==> config.mk <==
export PLATFORM = sky130hd
export DESIGN_NAME = if_fetch
export DESIGN_NICKNAME = d
export VERILOG_FILES = /design/src/rtl/if_fetch.sv
export SDC_FILE = /design/constraint.sdc
export NUM_CORES = 1
export LEC_CHECK = 0
export ABC_AREA = 1
export CORE_MARGIN = 2
export CORE_UTILIZATION = 44
export CTS_BUF_LIST = sky130_fd_sc_hd__clkbuf_16
export CTS_CLUSTER_SIZE = 24
export DETAILED_ROUTE_END_ITERATION = 7
export HOLD_SLACK_MARGIN = 0.08
export PLACE_DENSITY = 0.82
export SETUP_SLACK_MARGIN = 0.3
export SYNTH_ARGS = -nofsm -noshare
export SYNTH_HDL_FRONTEND = slang
export SYNTH_SLANG_ARGS = --single-unit
==> constraint.sdc <==
create_clock -name clk -period 1.9 [get_ports clk]
set_clock_uncertainty 0.05 [all_clocks]
set_input_delay 0.38 -clock clk [delete_from_list [all_inputs] [get_ports clk]]
set_output_delay 0.38 -clock clk [all_outputs]
set_load 0.005 [all_outputs]
==> src/rtl/if_fetch.sv <==
// Instruction-fetch stage sitting in front of the instruction cache.
// Owns the PC and looks it up in the cache every cycle. A hit hands the
// word to IF/ID. A miss refills the line one byte at a time over the 8-bit
// memory arbiter bus, writes the assembled word into the cache, and then
// looks the PC up again. An EX redirect (jump_en) overrides everything.
//
// Ports:
//   clk, rst          clock, synchronous active-high reset
//   stall_i           downstream busy: hold inst outputs and PC
//   jump_en/addr      one-cycle redirect from EX (word aligned target)
//   cache_index/tag   lookup address, combinational from pc
//   cache_hit/data    cache lookup result (combinational)
//   cache_we/w_*      cache write port, active in the WRITE cycle only
//   mem_req/addr      registered byte read request to the arbiter
//   mem_ack/rdata     byte returned this cycle
//   inst_valid/inst/inst_pc   fetched instruction to IF/ID
//
// state  | meaning
// LOOKUP | present pc to cache; deliver on hit, start refill on miss
// REFILL | fetch 4 bytes of the missing word, lowest address first
// WRITE  | one cycle of cache_we with the assembled word

module if_fetch #(
   parameter int          INDEX_W  = 8,
   parameter int          TAG_W    = 8,
   parameter logic [31:0] RESET_PC = 32'h0
) (
   input  logic               clk,
   input  logic               rst,
   input  logic               stall_i,
   input  logic               jump_en,
   input  logic [31:0]        jump_addr,
   output logic [INDEX_W-1:0] cache_index,
   output logic [TAG_W-1:0]   cache_tag,
   input  logic               cache_hit,
   input  logic [31:0]        cache_data,
   output logic               cache_we,
   output logic [INDEX_W-1:0] cache_w_index,
   output logic [TAG_W-1:0]   cache_w_tag,
   output logic [31:0]        cache_w_data,
   output logic               mem_req,
   output logic [31:0]        mem_addr,
   input  logic               mem_ack,
   input  logic [7:0]         mem_rdata,
   output logic               inst_valid,
   output logic [31:0]        inst,
   output logic [31:0]        inst_pc
);

   typedef enum logic [1:0] {
      S_LOOKUP = 2'd0,
      S_REFILL = 2'd1,
      S_WRITE  = 2'd2
   } state_t;

   state_t             state_q, state_d;
   logic [31:0]        pc_q, pc_d;
   logic [1:0]         byte_cnt_q, byte_cnt_d;
   logic [31:0]        line_q, line_d;
   logic               mem_req_q, mem_req_d;
   logic [31:0]        mem_addr_q, mem_addr_d;
   logic               cache_we_q, cache_we_d;
   logic [INDEX_W-1:0] cache_w_index_q, cache_w_index_d;
   logic [TAG_W-1:0]   cache_w_tag_q, cache_w_tag_d;
   logic [31:0]        cache_w_data_q, cache_w_data_d;
   logic               inst_valid_q, inst_valid_d;
   logic [31:0]        inst_q, inst_d;
   logic [31:0]        inst_pc_q, inst_pc_d;

   assign cache_index   = pc_q[INDEX_W+1:2];
   assign cache_tag     = pc_q[INDEX_W+TAG_W+1:INDEX_W+2];
   assign mem_req       = mem_req_q;
   assign mem_addr      = mem_addr_q;
   // A redirect arriving during WRITE must stop the strobe in that same
   // cycle, otherwise the line would land in the cache anyway.
   assign cache_we      = cache_we_q & ~jump_en;
   assign cache_w_index = cache_w_index_q;
   assign cache_w_tag   = cache_w_tag_q;
   assign cache_w_data  = cache_w_data_q;
   assign inst_valid    = inst_valid_q;
   assign inst          = inst_q;
   assign inst_pc       = inst_pc_q;

   always_comb begin
      state_d         = state_q;
      pc_d            = pc_q;
      byte_cnt_d      = byte_cnt_q;
      line_d          = line_q;
      mem_req_d       = mem_req_q;
      mem_addr_d      = mem_addr_q;
      cache_we_d      = 1'b0;
      cache_w_index_d = cache_w_index_q;
      cache_w_tag_d   = cache_w_tag_q;
      cache_w_data_d  = cache_w_data_q;
      inst_valid_d    = inst_valid_q;
      inst_d          = inst_q;
      inst_pc_d       = inst_pc_q;

      if (jump_en) begin
         pc_d         = jump_addr;
         state_d      = S_LOOKUP;
         byte_cnt_d   = 2'd0;
         inst_valid_d = 1'b0;
         mem_req_d    = 1'b0;
      end else begin
         case (state_q)
            S_LOOKUP: begin
               if (cache_hit) begin
                  if (!stall_i) begin
                     inst_d       = cache_data;
                     inst_pc_d    = pc_q;
                     inst_valid_d = 1'b1;
                     pc_d         = pc_q + 32'd4;
                  end
               end else begin
                  state_d    = S_REFILL;
                  byte_cnt_d = 2'd0;
                  mem_req_d  = 1'b1;
                  mem_addr_d = {pc_q[31:2], 2'b00};
                  if (!stall_i) inst_valid_d = 1'b0;
               end
            end
            S_REFILL: begin
               if (!stall_i) inst_valid_d = 1'b0;
               if (mem_ack) begin
                  line_d[{byte_cnt_q, 3'b000} +: 8] = mem_rdata;
                  if (byte_cnt_q == 2'd3) begin
                     mem_req_d       = 1'b0;
                     state_d         = S_WRITE;
                     byte_cnt_d      = 2'd0;
                     cache_we_d      = 1'b1;
                     cache_w_index_d = pc_q[INDEX_W+1:2];
                     cache_w_tag_d   = pc_q[INDEX_W+TAG_W+1:INDEX_W+2];
                     cache_w_data_d  = line_d;
                  end else begin
                     byte_cnt_d = byte_cnt_q + 2'd1;
                     mem_addr_d = {pc_q[31:2], byte_cnt_q + 2'd1};
                  end
               end
            end
            S_WRITE: begin
               if (!stall_i) inst_valid_d = 1'b0;
               state_d = S_LOOKUP;
            end
            default: begin
               state_d = S_LOOKUP;
            end
         endcase
      end
   end

   always_ff @(posedge clk) begin
      if (rst) begin
         state_q         <= S_LOOKUP;
         pc_q            <= RESET_PC;
         byte_cnt_q      <= 2'd0;
         line_q          <= 32'd0;
         mem_req_q       <= 1'b0;
         mem_addr_q      <= 32'd0;
         cache_we_q      <= 1'b0;
         cache_w_index_q <= '0;
         cache_w_tag_q   <= '0;
         cache_w_data_q  <= 32'd0;
         inst_valid_q    <= 1'b0;
         inst_q          <= 32'd0;
         inst_pc_q       <= 32'd0;
      end else begin
         state_q         <= state_d;
         pc_q            <= pc_d;
         byte_cnt_q      <= byte_cnt_d;
         line_q          <= line_d;
         mem_req_q       <= mem_req_d;
         mem_addr_q      <= mem_addr_d;
         cache_we_q      <= cache_we_d;
         cache_w_index_q <= cache_w_index_d;
         cache_w_tag_q   <= cache_w_tag_d;
         cache_w_data_q  <= cache_w_data_d;
         inst_valid_q    <= inst_valid_d;
         inst_q          <= inst_d;
         inst_pc_q       <= inst_pc_d;
      end
   end

endmodule
==> run metrics <==
CTS max path bufs 3; average routed wire per standard cell between 20 and 25 microns; setup repair after global routing missed its margin true; initial cell density of the core 0.449; layout cells sized above 1 0.343; number of distinct library cells after synthesis 42; Die Area 21900 sq um; horizontal die dimension 148 microns; area fraction of the dominant cell type after synthesis 0.472; initial antenna violation count 2; Bufs and invs on worst path 5; Synth Net Count around 1300; internal portion of total power between 7000 and 8000 uW; Hold/Removal Path Class input pin to flip-flop; vias per cell 6.03; count of nets after finishing roughly 1700; Placer Congestion approximately 0.95; cell type contributing the most total cell area after synthesis dfxtp_1; maxcap violations 0; number of global-route vias before repair approximately 10000; pin count of the biggest net entering global routing between 40 and 50; category of the most critical setup path flip-flop to flip-flop; pre-CTS worst setup slack -136 ps; clock-pin slew on the worst setup and hold paths 70 ps; Final Hold Viols 0; sequential element share of the synthesized area 0.472; number of synthesized flops with an enable pin 0; wire length of the first global-routing pass approximately 53000 microns; Syn. warnings 0; switching share of total power 0.286; overall routed net length 43900 microns; Setup WS post-layout -44.1 ps; Worst path slowest cell dfxtp_2; number of setup violations in the final report 2; post-route ant nets 0; area post-placement 12100 sq um; Crit. End Element flip-flop; area of the mapped netlist a little over 9000 sq um; overall power 10900 uW; CTS buffer count 23; switching power total between 3000 and 4000 uW; global-route usage over all layers 0.306; P_leak roughly 0.0069 uW; count of hold-fix buffers inserted at cts 0; share of power burned in registers 0.446; result of the run finished with violations; post-DP HPWL approximately 21000 microns; CP required between 2000 and 2500 ps; summed area of non-filler cells in the final layout 15500 sq um; Max Clk Rate 0.514 GHz; type of element launching the critical path flip-flop; 1st-iter DRT viols approximately 1200; clock tree sinks approximately 220; TritonCTS clock tree built; leading cell type in the layout, fill and taps excluded dfxtp_1; core area about 20000 sq um; number of synthesized register bits ~220; power density over cell area around 700 nW/um^2; clock share of power 0.374; worst slew slack as a fraction of its limit 0.604; count of mapped cells out of synthesis around 1200; DRC Markers 0; longest individual stage delay on the worst path between 300 and 400 ps; cell seen most often among critical-path stages buf_6; number of H-tree levels 1; clock root buffer clkbuf_16; share of flip-flops with an asynchronous set or reset after synthesis 0; Top Family by Delay on Critical Path buffers and inverters; Final period util 1.02; crit path max fanout 6; ys flop type dfxtp_1; Mean Syn Cell Area 7.38 sq um; post-synthesis to final-layout area growth 70.1%; setup_tns -44.1 ps; slew at the pin with the worst max-slew slack between 500 and 600 ps; Boundary Pins roughly 240; die extent in y 148 microns; number of inserted diodes 0; combinational power share 0.180; cell-by-cell listing of the critical path inv_4 -> ha_4 -> nand2_4 -> nor2_4 -> buf_6 -> buf_6 -> nor2_4 -> inv_2 -> buf_6 -> o21ai_2 -> o21ai_1 -> a21oi_1; failing checks setup timing; commonest non-fill, non-tap cells in the layout dfxtp_1 (183), nand2_1 (149), dlygate4sd2_1 (144); clock period minus final worst setup slack 1940 ps; number of buffer cells added on primary ports 240; Overflow after GRT 0; Worst EP arrival 2310 ps; Placement Rows between 50 and 60; clock network latency to the later pin of the worst-skew pair roughly 520 ps; total via count after detailed routing between 10000 and 15000; Max VDD drop a little under 0.7 mV; first-pass detailed-route iteration total 6; final count of pins violating max slew 0; most area-consuming cells after synthesis dfxtp_1 (47%), nor2_1 (8.5%), o21ai_0 (7.7%), nand2_1 (7.4%), inv_1 (4.9%)
## path summary, 6_finish.rpt
kind	slack, ps	depth (start not counted)	from	endpoint
hold / removal	270	3	rst	cache_we_q$_SDFF_PP0_
setup reg to reg	-40	12	state_q[1]$_SDFFE_PP0P_	pc_q[6]$_SDFFE_PP0P_
hold reg to reg	410	2	cache_w_data[2]$_SDFFE_PP0P_	cache_w_data[2]$_SDFFE_PP0P_
setup / recovery	-40	12	state_q[1]$_SDFFE_PP0P_	pc_q[6]$_SDFFE_PP0P_
## cells by family after synthesis
kind of cell	synth area share
AO/OA/AOI/OAI	0.183
XOR/XNOR	0.00192
adder cells (fa/ha/maj)	0.0124
buffers and inverters	0.103
flip-flops	0.472
AND/OR/NAND/NOR	0.227
## area by class of cell
| type | count | area (sq um) |
|---|---|---|
| repair buffers | 408 | 4420 |
| inverters | 127 | 542 |
| well taps | 270 | 338 |
| clock inverters | 13 | 55.1 |
| fillers | 1106 | 4800 |
| multi-input cells | 807 | 5150 |
| clock buffers | 23 | 576 |
| repair inverters | 4 | 47.5 |
| flip-flops and latches | 215 | 4370 |
## Yosys cell counts (2+ instances only)
master	instances
nor2_2	3
ha_1	9
a211oi_1	6
o21ai_0	141
a22o_1	2
o21a_1	2
buf_4	21
clkbuf_1	26
a31oi_1	6
nand4_1	5
o211ai_1	16
nor3_1	17
nor2_1	206
a22oi_1	15
nand3_1	64
nand2_1	180
o22ai_1	16
buf_1	8
o21ai_1	15
nand3b_1	2
xor2_1	2
nor2_4	2
inv_1	120
nor3_4	2
inv_2	7
buf_6	4
a21oi_1	83
nand2_4	2
buf_2	26
dfxtp_1	215
## through the flow
| step | cells | hold WS [ps] | utilization |
|---|---|---|---|
| 3_5_place_dp | 1725 | 407 | 0.595 |
| 3_3_place_gp | 1725 | 402 | 0.595 |
| 4_1_cts | 1835 | 273 | 0.694 |
| 2_1_floorplan | 1235 | 392 | - |
| 5_1_grt | 1867 | 265 | 0.764 |
| 6_report | 1867 | 272 | 0.764 |
## flip-flops by register name (all words and copies together) (netlist names), 2 cells and up
signal / count
mem_addr: 32
state_q: 2
cache_w_tag: 8
pc_q: 32
byte_cnt_q: 2
cache_w_index: 8
line_q: 32
inst: 32
inst_pc: 32
cache_w_data: 32
## per-layer routing
metal  part of all wire  GRT usage  up-vias
li1                   -          -     4740
met1               0.33      0.351     5236
met2               0.47      0.517      966
met3               0.11     0.0636      311
met4              0.092      0.199        2
met5            0.00025          0        -
## power groups by stage
stage,Sequential (uW),Clock (uW),Combinational [uW]
3_5_place_dp,4930,0,1290
6_report,4880,4090,1970
5_1_grt,4890,4260,2050
4_1_cts,4830,3960,1590
3_3_place_gp,4920,0,1270
2_1_floorplan,4920,0,564
## worst reg2reg max path, stage by stage (launching register included)
cell,delay [ps]
dfxtp_2,360
inv_4,50
ha_4,170
nand2_4,80
nor2_4,60
buf_6,120
buf_6,110
nor2_4,150
inv_2,80
buf_6,140
o21ai_2,120
o21ai_1,100
a21oi_1,240
## timing repair
| item | CTS | global route |
|---|---|---|
| pin swaps | 59 | 101 |
| buffers inserted | 55 | 23 |
| cloned | 19 | 9 |
| endpoints found under the setup margin | 359 | 226 |
| gates resized for setup | 418 | 361 |
No activity file was read; power rests on OpenSTA's default activity.
